File: config.mk
export PLATFORM = sky130hd
export DESIGN_NAME = eth_tx_arb_flat
export DESIGN_NICKNAME = d
export VERILOG_FILES = /design/src/rtl/eth_pkg.sv /design/src/rtl/eth_tx_arb_if.sv /design/src/rtl/rr_arbiter.sv /design/src/rtl/eth_tx_arb.sv /design/src/flat_wrapper.sv
export SDC_FILE = /design/constraint.sdc
export NUM_CORES = 1
export LEC_CHECK = 0
export ABC_AREA = 1
export CAP_MARGIN = 20
export CORE_ASPECT_RATIO = 0.7
export CORE_MARGIN = 3
export CORE_UTILIZATION = 36
export DETAILED_ROUTE_END_ITERATION = 8
export GPL_TIMING_DRIVEN = 0
export PLACE_DENSITY = 0.84
export RECOVER_POWER = 100
export SLEW_MARGIN = 30
export SYNTH_ARGS = -nofsm -noshare
export SYNTH_HDL_FRONTEND = slang
export SYNTH_SLANG_ARGS = --single-unit
File: constraint.sdc
create_clock -name aclk -period 2.5 [get_ports aclk]
set_clock_uncertainty 0.2 [all_clocks]
set_input_delay 0.25 -clock aclk [delete_from_list [all_inputs] [get_ports aclk]]
set_output_delay 0.25 -clock aclk [all_outputs]
set_load 0.01 [all_outputs]
File: src/rtl/eth_pkg.sv
// Shared types and constants for the Ethernet TX path: FSM states, stream width
// and the fixed source slots used by the TX arbiter.
package eth_pkg;

    typedef enum logic [1:0] {
        IDLE = 2'd0,
        XFER = 2'd1,
        GAP  = 2'd2
    } state_e;

    localparam int ETH_AXIS_DATA_W = 32;

    localparam int SRC_ARP  = 0;
    localparam int SRC_ICMP = 1;
    localparam int SRC_UDP  = 2;

endpackage

File: src/rtl/eth_tx_arb_if.sv
// AXI-Stream bundle between the per-protocol TX sources, the arbiter and the MAC.
// The master modport is the arbiter's view; slave is the surrounding sources/MAC.
interface eth_tx_arb_if
    import eth_pkg::*;
#(
    parameter int NUM_SRC = 3,
    parameter int DATA_W  = ETH_AXIS_DATA_W
);

    logic [NUM_SRC*DATA_W-1:0] s_axis_tdata;
    logic [NUM_SRC-1:0]        s_axis_tvalid;
    logic [NUM_SRC-1:0]        s_axis_tlast;
    logic [NUM_SRC-1:0]        s_axis_tready;

    logic [DATA_W-1:0]         m_axis_tdata;
    logic                      m_axis_tvalid;
    logic                      m_axis_tlast;
    logic                      m_axis_tready;

    modport master (
        input  s_axis_tdata, s_axis_tvalid, s_axis_tlast, m_axis_tready,
        output s_axis_tready, m_axis_tdata, m_axis_tvalid, m_axis_tlast
    );

    modport slave (
        output s_axis_tdata, s_axis_tvalid, s_axis_tlast, m_axis_tready,
        input  s_axis_tready, m_axis_tdata, m_axis_tvalid, m_axis_tlast
    );

endinterface

File: src/rtl/rr_arbiter.sv
// Combinational round-robin pick: first set request after last_grant_i, scanning
// upward and wrapping explicitly at NUM_REQ-1 so unused index codes are never visited.
module rr_arbiter #(
    parameter  int NUM_REQ = 3,
    localparam int IDX_W   = $clog2(NUM_REQ)
) (
    input  logic [NUM_REQ-1:0] req_i,
    input  logic [IDX_W-1:0]   last_grant_i,
    output logic [IDX_W-1:0]   grant_o,
    output logic               grant_vld_o
);

    always_comb begin
        int cand;
        // NOTE: every output and temporary gets a default before any branch,
        // otherwise paths that skip an assignment infer a latch.
        cand        = 0;
        grant_o     = '0;
        grant_vld_o = 1'b0;
        for (int k = 1; k <= NUM_REQ; k++) begin
            cand = int'(last_grant_i) + k;
            if (cand >= NUM_REQ) begin
                cand = cand - NUM_REQ;
            end
            if (!grant_vld_o && req_i[cand[IDX_W-1:0]]) begin
                grant_o     = cand[IDX_W-1:0];
                grant_vld_o = 1'b1;
            end
        end
    end

endmodule

File: src/rtl/eth_tx_arb.sv
// Packet-granular round-robin arbiter sharing the MAC TX stream between sources;
// a grant is held from first beat to tlast and followed by an inter-packet gap.
module eth_tx_arb
    import eth_pkg::*;
#(
    parameter  int NUM_SRC    = 3,
    parameter  int DATA_W     = ETH_AXIS_DATA_W,
    parameter  int IFG_CYCLES = 3,
    localparam int IDX_W      = $clog2(NUM_SRC)
) (
    input  logic             aclk,
    input  logic             aresetn,
    eth_tx_arb_if.master     axis,
    output logic [IDX_W-1:0] grant_id,
    output logic             busy,
    output logic [15:0]      pkt_cnt
);

    state_e           state_q, state_d;
    logic [IDX_W-1:0] grant_q, grant_d;
    logic [IDX_W-1:0] last_q, last_d;
    logic [7:0]       gap_q, gap_d;
    logic [15:0]      pkt_cnt_q, pkt_cnt_d;

    logic [IDX_W-1:0] arb_grant;
    logic             arb_vld;
    logic             beat_vld, beat_last;

    rr_arbiter #(
        .NUM_REQ (NUM_SRC)
    ) u_rr (
        .req_i        (axis.s_axis_tvalid),
        .last_grant_i (last_q),
        .grant_o      (arb_grant),
        .grant_vld_o  (arb_vld)
    );

    // NOTE: state registers use non-blocking assignments so every flop samples
    // the pre-edge values regardless of process ordering.
    always_ff @(posedge aclk) begin
        if (!aresetn) begin
            state_q   <= IDLE;
            grant_q   <= '0;
            last_q    <= IDX_W'(NUM_SRC - 1);
            gap_q     <= '0;
            pkt_cnt_q <= '0;
        end else begin
            state_q   <= state_d;
            grant_q   <= grant_d;
            last_q    <= last_d;
            gap_q     <= gap_d;
            pkt_cnt_q <= pkt_cnt_d;
        end
    end

    always_comb begin
        state_d   = state_q;
        grant_d   = grant_q;
        last_d    = last_q;
        gap_d     = gap_q;
        pkt_cnt_d = pkt_cnt_q;

        beat_vld  = axis.s_axis_tvalid[grant_q];
        beat_last = axis.s_axis_tlast[grant_q];

        // Data is muxed unconditionally; only the qualifiers depend on state.
        axis.m_axis_tdata  = axis.s_axis_tdata[int'(grant_q)*DATA_W +: DATA_W];
        axis.m_axis_tvalid = 1'b0;
        axis.m_axis_tlast  = 1'b0;
        axis.s_axis_tready = '0;

        unique case (state_q)
            IDLE: begin
                if (arb_vld) begin
                    grant_d = arb_grant;
                    last_d  = arb_grant;
                    state_d = XFER;
                end
            end
            XFER: begin
                axis.m_axis_tvalid          = beat_vld;
                axis.m_axis_tlast           = beat_last;
                axis.s_axis_tready[grant_q] = axis.m_axis_tready;
                if (beat_vld && beat_last && axis.m_axis_tready) begin
                    pkt_cnt_d = pkt_cnt_q + 16'd1;
                    if (IFG_CYCLES > 0) begin
                        gap_d   = 8'(IFG_CYCLES);
                        state_d = GAP;
                    end else begin
                        state_d = IDLE;
                    end
                end
            end
            GAP: begin
                gap_d = gap_q - 8'd1;
                if (gap_q <= 8'd1) begin
                    state_d = IDLE;
                end
            end
            default: state_d = IDLE;
        endcase
    end

    assign grant_id = grant_q;
    assign busy     = (state_q != IDLE);
    assign pkt_cnt  = pkt_cnt_q;

endmodule

File: src/flat_wrapper.sv
// flat-port wrapper written by rule: the top's interface ports become plain ports
module eth_tx_arb_flat import eth_pkg::*;
#(
    parameter  int NUM_SRC    = 3,
    parameter  int DATA_W     = ETH_AXIS_DATA_W,
    parameter  int IFG_CYCLES = 3,
    localparam int IDX_W      = $clog2(NUM_SRC)
)
  (aclk, aresetn, grant_id, busy, pkt_cnt, axis_s_axis_tdata, axis_s_axis_tvalid, axis_s_axis_tlast, axis_m_axis_tready, axis_s_axis_tready, axis_m_axis_tdata, axis_m_axis_tvalid, axis_m_axis_tlast);
  eth_tx_arb_if #(.NUM_SRC(NUM_SRC), .DATA_W(DATA_W)) axis_i ();
  input  logic aclk;
  input  logic aresetn;
  output logic [IDX_W-1:0] grant_id;
  output logic busy;
  output logic [15:0] pkt_cnt;
  input wire logic [$bits(axis_i.s_axis_tdata)-1:0] axis_s_axis_tdata;
  input wire logic [$bits(axis_i.s_axis_tvalid)-1:0] axis_s_axis_tvalid;
  input wire logic [$bits(axis_i.s_axis_tlast)-1:0] axis_s_axis_tlast;
  input wire logic [$bits(axis_i.m_axis_tready)-1:0] axis_m_axis_tready;
  output wire logic [$bits(axis_i.s_axis_tready)-1:0] axis_s_axis_tready;
  output wire logic [$bits(axis_i.m_axis_tdata)-1:0] axis_m_axis_tdata;
  output wire logic [$bits(axis_i.m_axis_tvalid)-1:0] axis_m_axis_tvalid;
  output wire logic [$bits(axis_i.m_axis_tlast)-1:0] axis_m_axis_tlast;
  assign axis_i.s_axis_tdata = axis_s_axis_tdata;
  assign axis_i.s_axis_tvalid = axis_s_axis_tvalid;
  assign axis_i.s_axis_tlast = axis_s_axis_tlast;
  assign axis_i.m_axis_tready = axis_m_axis_tready;
  assign axis_s_axis_tready = axis_i.s_axis_tready;
  assign axis_m_axis_tdata = axis_i.m_axis_tdata;
  assign axis_m_axis_tvalid = axis_i.m_axis_tvalid;
  assign axis_m_axis_tlast = axis_i.m_axis_tlast;
  eth_tx_arb #(.NUM_SRC(NUM_SRC), .DATA_W(DATA_W), .IFG_CYCLES(IFG_CYCLES)) u_core (.aclk(aclk), .aresetn(aresetn), .axis(axis_i), .grant_id(grant_id), .busy(busy), .pkt_cnt(pkt_cnt));
endmodule
* After elaboration in Yosys (flattened, before gate mapping) *
Cells that the tools add are included.

word-level totals
  bits in registers = 30
  output and inout port bits = 56
  input bits = 105
  logic and storage cells = 73

cells by class
  bitwise logic cells = 1
  eq/ne operators = 5
  muxes and demuxes = 30
  add/sub/neg operators = 8
  magnitude comparators = 9
  shift-type cells = 1
  reduce and logical (&&, ||, !) cells = 14

operators with widths
  cell                                                                              count
  96-bit by 8-bit indexed part select with 32-bit output                            1
  2-bit two-way mux                                                                 9
  16-bit by 1-bit adder with 16-bit output, second input constant                   1
  8-bit case mux with 2 select lines                                                1
  2-bit by 3-bit < comparator with 1-bit output, second input constant              4
  1-bit two-way mux                                                                 11
  1-bit binary-select mux with 2-bit select                                         5
  3-bit by 2-bit >= comparator with 1-bit output, second input constant             3
  8-bit by 1-bit less-or-equal comparator with 1-bit output, second input constant  1
  8-bit two-way mux                                                                 1
  8-bit by 1-bit subtractor with 8-bit output, second input constant                1
  2-bit by 2-bit adder with 3-bit output, second input constant                     2
  2-bit by 1-bit != test with 1-bit output, second input constant                   3
  2-bit case mux with 3 select lines                                                1
  2-bit AND reduction                                                               3
  2-bit subtractor, second input constant                                           3
  1-bit logical AND                                                                 5
  2-bit nonzero test                                                                2
  2-bit by 1-bit adder with 3-bit output, second input constant                     1
  3-bit AND                                                                         1
  3-bit two-way mux                                                                 1
  3-bit AND reduction                                                               1
  1-bit demux with 2-bit select                                                     1
  2-bit by 1-bit equality test with 1-bit output, second input constant             1
  other kinds (4)                                                                   5

* Logic depth before layout (Yosys ltp) *
  depth in word-level cells = 14
  mapped depth = 13
  mapped depth without buffers = 12

* Modules after synthesis *
A second synthesis with hierarchy kept.

unflattened totals
  cells, all modules = 461
  area, all modules = 2637.5 um^2

by module, submodules not included
  module      area each (um^2)  times used  cells each  sequential area each (um^2)
  eth_tx_arb  2376.0            1           407         580.6
  rr_arbiter  261.5             1           54          0.0

* Least setup slack after synthesis *
Ideal clock, no wire load.

  kind = reg-to-reg
  start = register u_core.last_q[0]
  end = register u_core.last_q[1]
  period minus slack after synthesis = 1.953 ns
  required time = 2.169 ns
  path slack = 0.547 ns
  buffers on the path = 1
  stages on the path, launching flop included = 14
  arrival time = 1.622 ns
  cell sequence = dfxtp_1 buf_6 inv_4 ha_1 inv_1 nand2_1 nand2_1 nand2_1 nand2_1 nand3_1 nand2_1 inv_1 nand2_1 nand3_1

between the ends
  longest elaborated chain between the ends = 13
  elaborated cells on any way between the ends = 29
  those cells by class = add/sub: 6; order compare: 3; mux: 15; reduce/logical: 5

RTL lines
  what                                                                                       RTL line                            source
  from (decl)                                                                                eth_tx_arb.sv:21                    logic [IDX_W-1:0] last_q, last_d;
  from (signal assigned)                                                                     eth_tx_arb.sv:44                    last_q <= IDX_W'(NUM_SRC - 1);
  from (signal assigned)                                                                     eth_tx_arb.sv:50                    last_q <= last_d;
  2-bit by 1-bit adder with 3-bit output                                                     rr_arbiter.sv:21                    cand = int'(last_grant_i) + k;
  3-bit by 2-bit >= comparator with 1-bit output / 2-bit subtractor (equally long branches)  rr_arbiter.sv:22, rr_arbiter.sv:23
  2-bit two-way mux                                                                          rr_arbiter.sv:22                    if (cand >= NUM_REQ) begin
  1-bit binary-select mux with 2-bit select                                                  rr_arbiter.sv:25                    if (!grant_vld_o && req_i[cand[IDX_W-1:0]]) begin
  1-bit two-way mux (implied by the code)                                                    rr_arbiter.sv:25
  1-bit two-way mux                                                                          rr_arbiter.sv:25
  1-bit logical NOT                                                                          rr_arbiter.sv:25
  1-bit logical AND                                                                          rr_arbiter.sv:25
  1-bit two-way mux                                                                          rr_arbiter.sv:25
  1-bit logical NOT                                                                          rr_arbiter.sv:25
  1-bit logical AND                                                                          rr_arbiter.sv:25
  1-bit two-way mux                                                                          rr_arbiter.sv:25
  2-bit AND reduction (no source line)                                                       n/a

Parallel ways exist; a longest one is shown, timed or not. The select of a mux whose other input is x is not followed.
A chain may end at the register's enable or synchronous reset.

==> out/summary.txt <==
final worst path period need: 2440 ps
DR iter-0 viols: 128
commonest non-fill, non-tap cell in the layout: nand2_1
Post-synth EDFFs: 0
Die Y: 73.24 um
family with the most delay on the worst path: buffers and inverters
Synth Register Bits: 29
Worst VDD drop: 0.0003958 V
most frequent cells in the layout: 149 x nand2_1, 133 x clkdlybuf4s50_1, 33 x inv_1
Seq/Total Area, Yosys: 24.97%
fin crit share: 97.61%
startpoint types: register
core box area: 0.005986 mm2
top cell type's share of synthesized area: 24.97%
die area: 0.007473 mm2
largest net degree at the start of global routing: 11
crit end category: output port
drt wl/cell: 15.39 um
I/O pins: 161
area of the mapped netlist: 0.002325 mm2
Fin. Hold Viols: 0
worst path required time: 2050 ps
Max Cap Viol: 0
H-Tree Depth: 2
Routed WL: 9790 um
CTS root buf: clkbuf_8
Hold Crit Class: in2reg
Pwr Density: 810.1 mW/mm2
CP cell instances: buf_6 -> inv_4 -> nor2_4 -> clkbuf_8 -> a22oi_1 -> nand2_1 -> clkdlybuf4s50_1
port bufs: 159
slowest stage delay, CP: 530 ps
vias per inst: 5.063
DR DRC count: 0
Design Area, Final: 0.004205 mm2
met1 GRT Util: 33.18%
FP Rows: 23
Net Count, Synth: 504
Placer Congestion: 0.9248
First-pass DRT Iterations: 5
relative slew slack: 63.08%
prevailing post-synth register cell: dfxtp_1
die width: 102.0 um
grt ovf: 0
Final Max Tran Viols: 0
worst path buffer plus inverter count: 4
share of synthesized registers carrying an async set or reset: 0%
number of diodes: 0
Pleak: 1.836 nW
layout cells sized above 1: 6.061%
first-pass GRT wire length: 15180 um
Layout Nets: 671
worst slew pin tran: 553.8 ps
Fmax: 0.4098 GHz
layer with the highest usage: met2
vias in the first global route: 3195
Netlist cell types: 27
CP Data Arrival Time: 1990 ps
Clock Tree Buf Depth: 2
Pwr Total: 3.407 mW
RSZ-0062 raised after global routing: true
antenna violations before repair: 0
GRT Util Overall: 25.54%
Starting Density: 38.84%
Yosys top cell by area: dfxtp_1
routed vias: 3220
Clock Latency Late Sink: 290 ps
Sink Count: 29
P&R area growth vs syn: 80.89%
Setup CP Type: reg2out
Final Setup Violations: 0
slowest library cell on the worst path: clkdlybuf4s50_1
CTS Buf Count: 5
synthesized area per cell: 5.915 um2
met3 usage: 4.394%
post-synthesis cell count: 393
Ys Warns: 0
Post-DP Area: 0.004010 mm2
CP max FO: 10
dpl hpwl: 7998 um
CTS tree: built
GR Layer Usage met2: 44.92%
CTS clock-pin slew for the worst setup and hold paths: 70 ps
status: completed
Synth area leaders: dfxtp_1 25%, nand2_1 24%, a22oi_1 10%
ANT nets after route: 0
[power breakdown]
| group | internal [mW] | leakage (nW) | switching (mW) | total, mW |
|---|---|---|---|---|
| clock network | 0.325 | 0.0585 | 0.189 | 0.514 |
| logic | 1.13 | 1.54 | 1.20 | 2.32 |
| registers | 0.513 | 0.236 | 0.0555 | 0.568 |
| total | 1.96 | 1.84 | 1.44 | 3.41 |
[flip-flops by register name (all words and copies together), names as in the netlist]
signal           count
u_core.grant_id      1
u_core.last_q        2
u_core.state_q       2
u_core.pkt_cnt      16
u_core.gap_q         8
[cells by family (layout without fill, tap and decap cells)]
family,count (synthesis),in the layout,synth area share (%)
AND/OR/NAND/NOR,230,230,40.90
flip-flops,29,29,24.97
XOR/XNOR,8,8,3.014
buffers and inverters,54,222,10.01
AO/OA/AOI/OAI,66,66,17.87
adder cells (fa/ha/maj),6,6,3.229
[cell type report]
type | count | area (um2)
Buffer | 17 | 125.1
Clock buffer | 7 | 86.33
Clock inverter | 1 | 30.03
Fill cell | 494 | 1780
Inverter | 37 | 146.4
Multi-Input combinational cell | 310 | 1529
Sequential cell | 29 | 585.6
Tap cell | 75 | 93.84
Timing Repair Buffer | 160 | 1609
[synthesized netlist by cell type (6+ instances only)]
cell type / count
o21ai_0: 6
clkbuf_1: 11
a21oi_1: 26
nor2_1: 26
xor2_1: 6
a22oi_1: 31
nand3_1: 32
nor3_1: 12
nand2_1: 149
dfxtp_1: 29
inv_1: 33
ha_1: 6
[per-stage QoR]
stage,cells,util (%),setup slack [ps],hold WS [ps],TNS [ps]
detailed placement,627,66.99,-42.24,274.6,-90.41
floorplan,393,-,547.1,265.4,0
CTS,635,69.77,-11.68,157.7,-20.88
global placement,627,66.99,-51.73,267.4,-116.9
global route,636,70.26,-36.35,211.1,-215.6
finish,636,70.26,59.79,149.9,0
[path summary, 6_finish.rpt]
kind,from,endpoint,slack (ps),depth (start not counted)
min reg2reg,u_core.pkt_cnt[7],u_core.pkt_cnt[7],280,2
max,u_core.last_q[0],axis_m_axis_tdata[13],60,7
min,aresetn,u_core.last_q[1],150,2
max reg2reg,u_core.last_q[0],u_core.grant_id[1],210,11
[routing by layer]
layer / vias to the layer above / part of all wire [%]
li1: 1626 / -
met1: 1473 / 42
met2: 107 / 52
met3: 14 / 5.7
met4: 0 / 1.1
met5: - / 0
[repair_timing]
item,CTS,global route
pin swaps,0,1
gates resized for setup,24,10
endpoints found under the setup margin,32,32
setup buffers,0,1
hold buffers,0,0
Note: power is estimated with default switching activity, not from simulation.
==> patch: new RTL, config.mk and constraints unchanged <==
Put one more register stage on the output `pkt_cnt`, cleared by the reset. The value now appears one clock later. The other outputs are not delayed to match.
--- a/src/rtl/eth_tx_arb.sv
+++ b/src/rtl/eth_tx_arb.sv
@@ -105,3 +105,9 @@
     assign busy     = (state_q != IDLE);
-    assign pkt_cnt  = pkt_cnt_q;
+    always_ff @(posedge aclk) begin
+        if (!aresetn) begin
+            pkt_cnt <= '0;
+        end else begin
+            pkt_cnt <= pkt_cnt_q;
+        end
+    end
 
Check against the original RTL: not equivalent (a bounded check fails within 4 cycles, from zero or initial values and one cycle with aresetn low).
==> patch against the unedited design <==
- sequential cell count up 16
- wire length up 6.9%
- cell area up 12%
- combinational power up 8%
- area after synthesis up 21%
- power up 9.8%
- worst setup slack worse by 0.033 ns
- sequential power up 46%
- critical endpoint is now axis_m_axis_tdata[2]
==> patch: results <==
group,metric,value,unit
clock_tree,clockRootBuffer,"clkbuf_8",
synthesis,yosysSeqAreaShare,0.321,
synthesis,syn_nets,559,
setup_path,arrival,2.02,ns
detailed_routing,wl_met3,541,um
detailed_routing,m1WireLength,4.49,mm
power,peakVddDrop,0.440,mV
detailed_routing,wl_per_cell,14.7,um
place,portBuffers,160,
global_routing,grt_pass1_vias,3374,
detailed_routing,drc,0,
status,status,"complete, no violations",
cells_and_area,nNetsFinal,727,
cells_and_area,layout-drive-gt1-share,0.0618,
global_routing,grtUsageTotal,0.228,
worst_hold_path,min-delay-start,"u_core.pkt_cnt_q[13]$_SDFFE_PN0P_",
detailed_routing,via_per_inst,4.93,
cells_and_area,fillers,639,
detailed_routing,dr_wl_met2,5.32,mm
global_routing,grt_pass1_wl,16.6,mm
synthesis,synthDistinctLibCells,29,
synthesis,synth_common_cells,"nand2_1 (164), dfxtp_1 (45), inv_1 (45)",
place,place_congestion,0.909,
global_routing,grt_max_degree,13,
detailed_routing,dr.pass1.iters,5,
timing,worst_pin_slew,0.537,ns
power,leakage,2.16,nW
setup_path,reg2reg_depth,10,
detailed_routing,initialDrtViolationCount,281,
synthesis,yosysWarnings,0,
synthesis,netlist_top_cells_area,"dfxtp_1 (32%), nand2_1 (22%), a22oi_1 (8.0%)",
place,hpwl,8.54,mm
worst_hold_path,min_path_type,"flop to flop",
## patch: metrics by stage
step	std cells	util	instance area, um2	setup slack, ns	hold WS, ns
after floorplan	448	-	2810	0.532	0.220
after global placement	706	0.608	4530	0.0742	0.230
final	713	0.631	4700	0.0265	0.251
after CTS	713	0.626	4660	0.00232	0.250
after global routing	713	0.631	4700	-0.0567	0.287
after detailed placement	706	0.608	4530	-0.0305	0.234
## patch: timing repair
| action | 4_1_cts | 5_1_grt |
|---|---|---|
| endpoints found under the setup margin | 33 | 32 |
| buffers inserted | 1 | 0 |
| cloned | 0 | 0 |
| hold buffers | 0 | 0 |
| pin swaps | 1 | 1 |
| gates resized for setup | 21 | 17 |
## patch: power by group
| part | internal [W] | switching [W] | leakage (nW) |
|---|---|---|---|
| sequential | 0.000769 | 0.0000584 | 0.364 |
| combinational | 0.00120 | 0.00130 | 1.76 |
| clock | 0.000184 | 0.000226 | 0.0399 |
| total | 0.00216 | 0.00159 | 2.16 |
## patch: worst max path at each step
stage                                 endpoint  cells after the start
6_report                  axis_m_axis_tdata[2]                      7
5_1_grt                   axis_m_axis_tdata[2]                      7
2_1_floorplan  u_core.grant_id[1]$_SDFFE_PN0P_                     10
4_1_cts                  axis_m_axis_tdata[25]                      6
3_3_place_gp              axis_m_axis_tdata[8]                      7
3_5_place_dp              axis_m_axis_tdata[2]                      7
## patch: cell type report
| type | count | area (um2) | area share |
|---|---|---|---|
| plain buffers | 18 | 148 | 0.0314 |
| clock buffers | 5 | 68.8 | 0.0146 |
| clock inverters | 1 | 5.00 | 0.00107 |
| inverters | 53 | 199 | 0.0423 |
| multi-input cells | 332 | 1640 | 0.348 |
| flip-flops and latches | 45 | 903 | 0.192 |
| well taps | 98 | 123 | 0.0261 |
| repair buffers | 161 | 1620 | 0.344 |
## patch: worst reg2reg max path, delay by kind of cell, from the launching register on
family,cells,cell delay (ns)
buffers and inverters,3,0.41
DFF,1,0.37
adders and majority gates,1,0.41
AOI/OAI and AO/OA,3,0.49
and+or+nand+nor,3,0.33
## patch: metal layers
| layer | vias up | global-route usage |
|---|---|---|
| li1 | 1779 | - |
| met1 | 1597 | 0.290 |
| met2 | 126 | 0.421 |
| met3 | 14 | 0.0295 |
| met4 | 0 | 0.0401 |
| met5 | - | 0 |
## patch: kinds of logic after synthesis
group,count (synthesis),share of synthesized area
xor gates and xnor gates,7,0.0218
AOI/OAI and AO/OA,75,0.163
DFF,45,0.321
buffers and inverters,71,0.105
adders and majority gates,6,0.0267
and+or+nand+nor,244,0.363
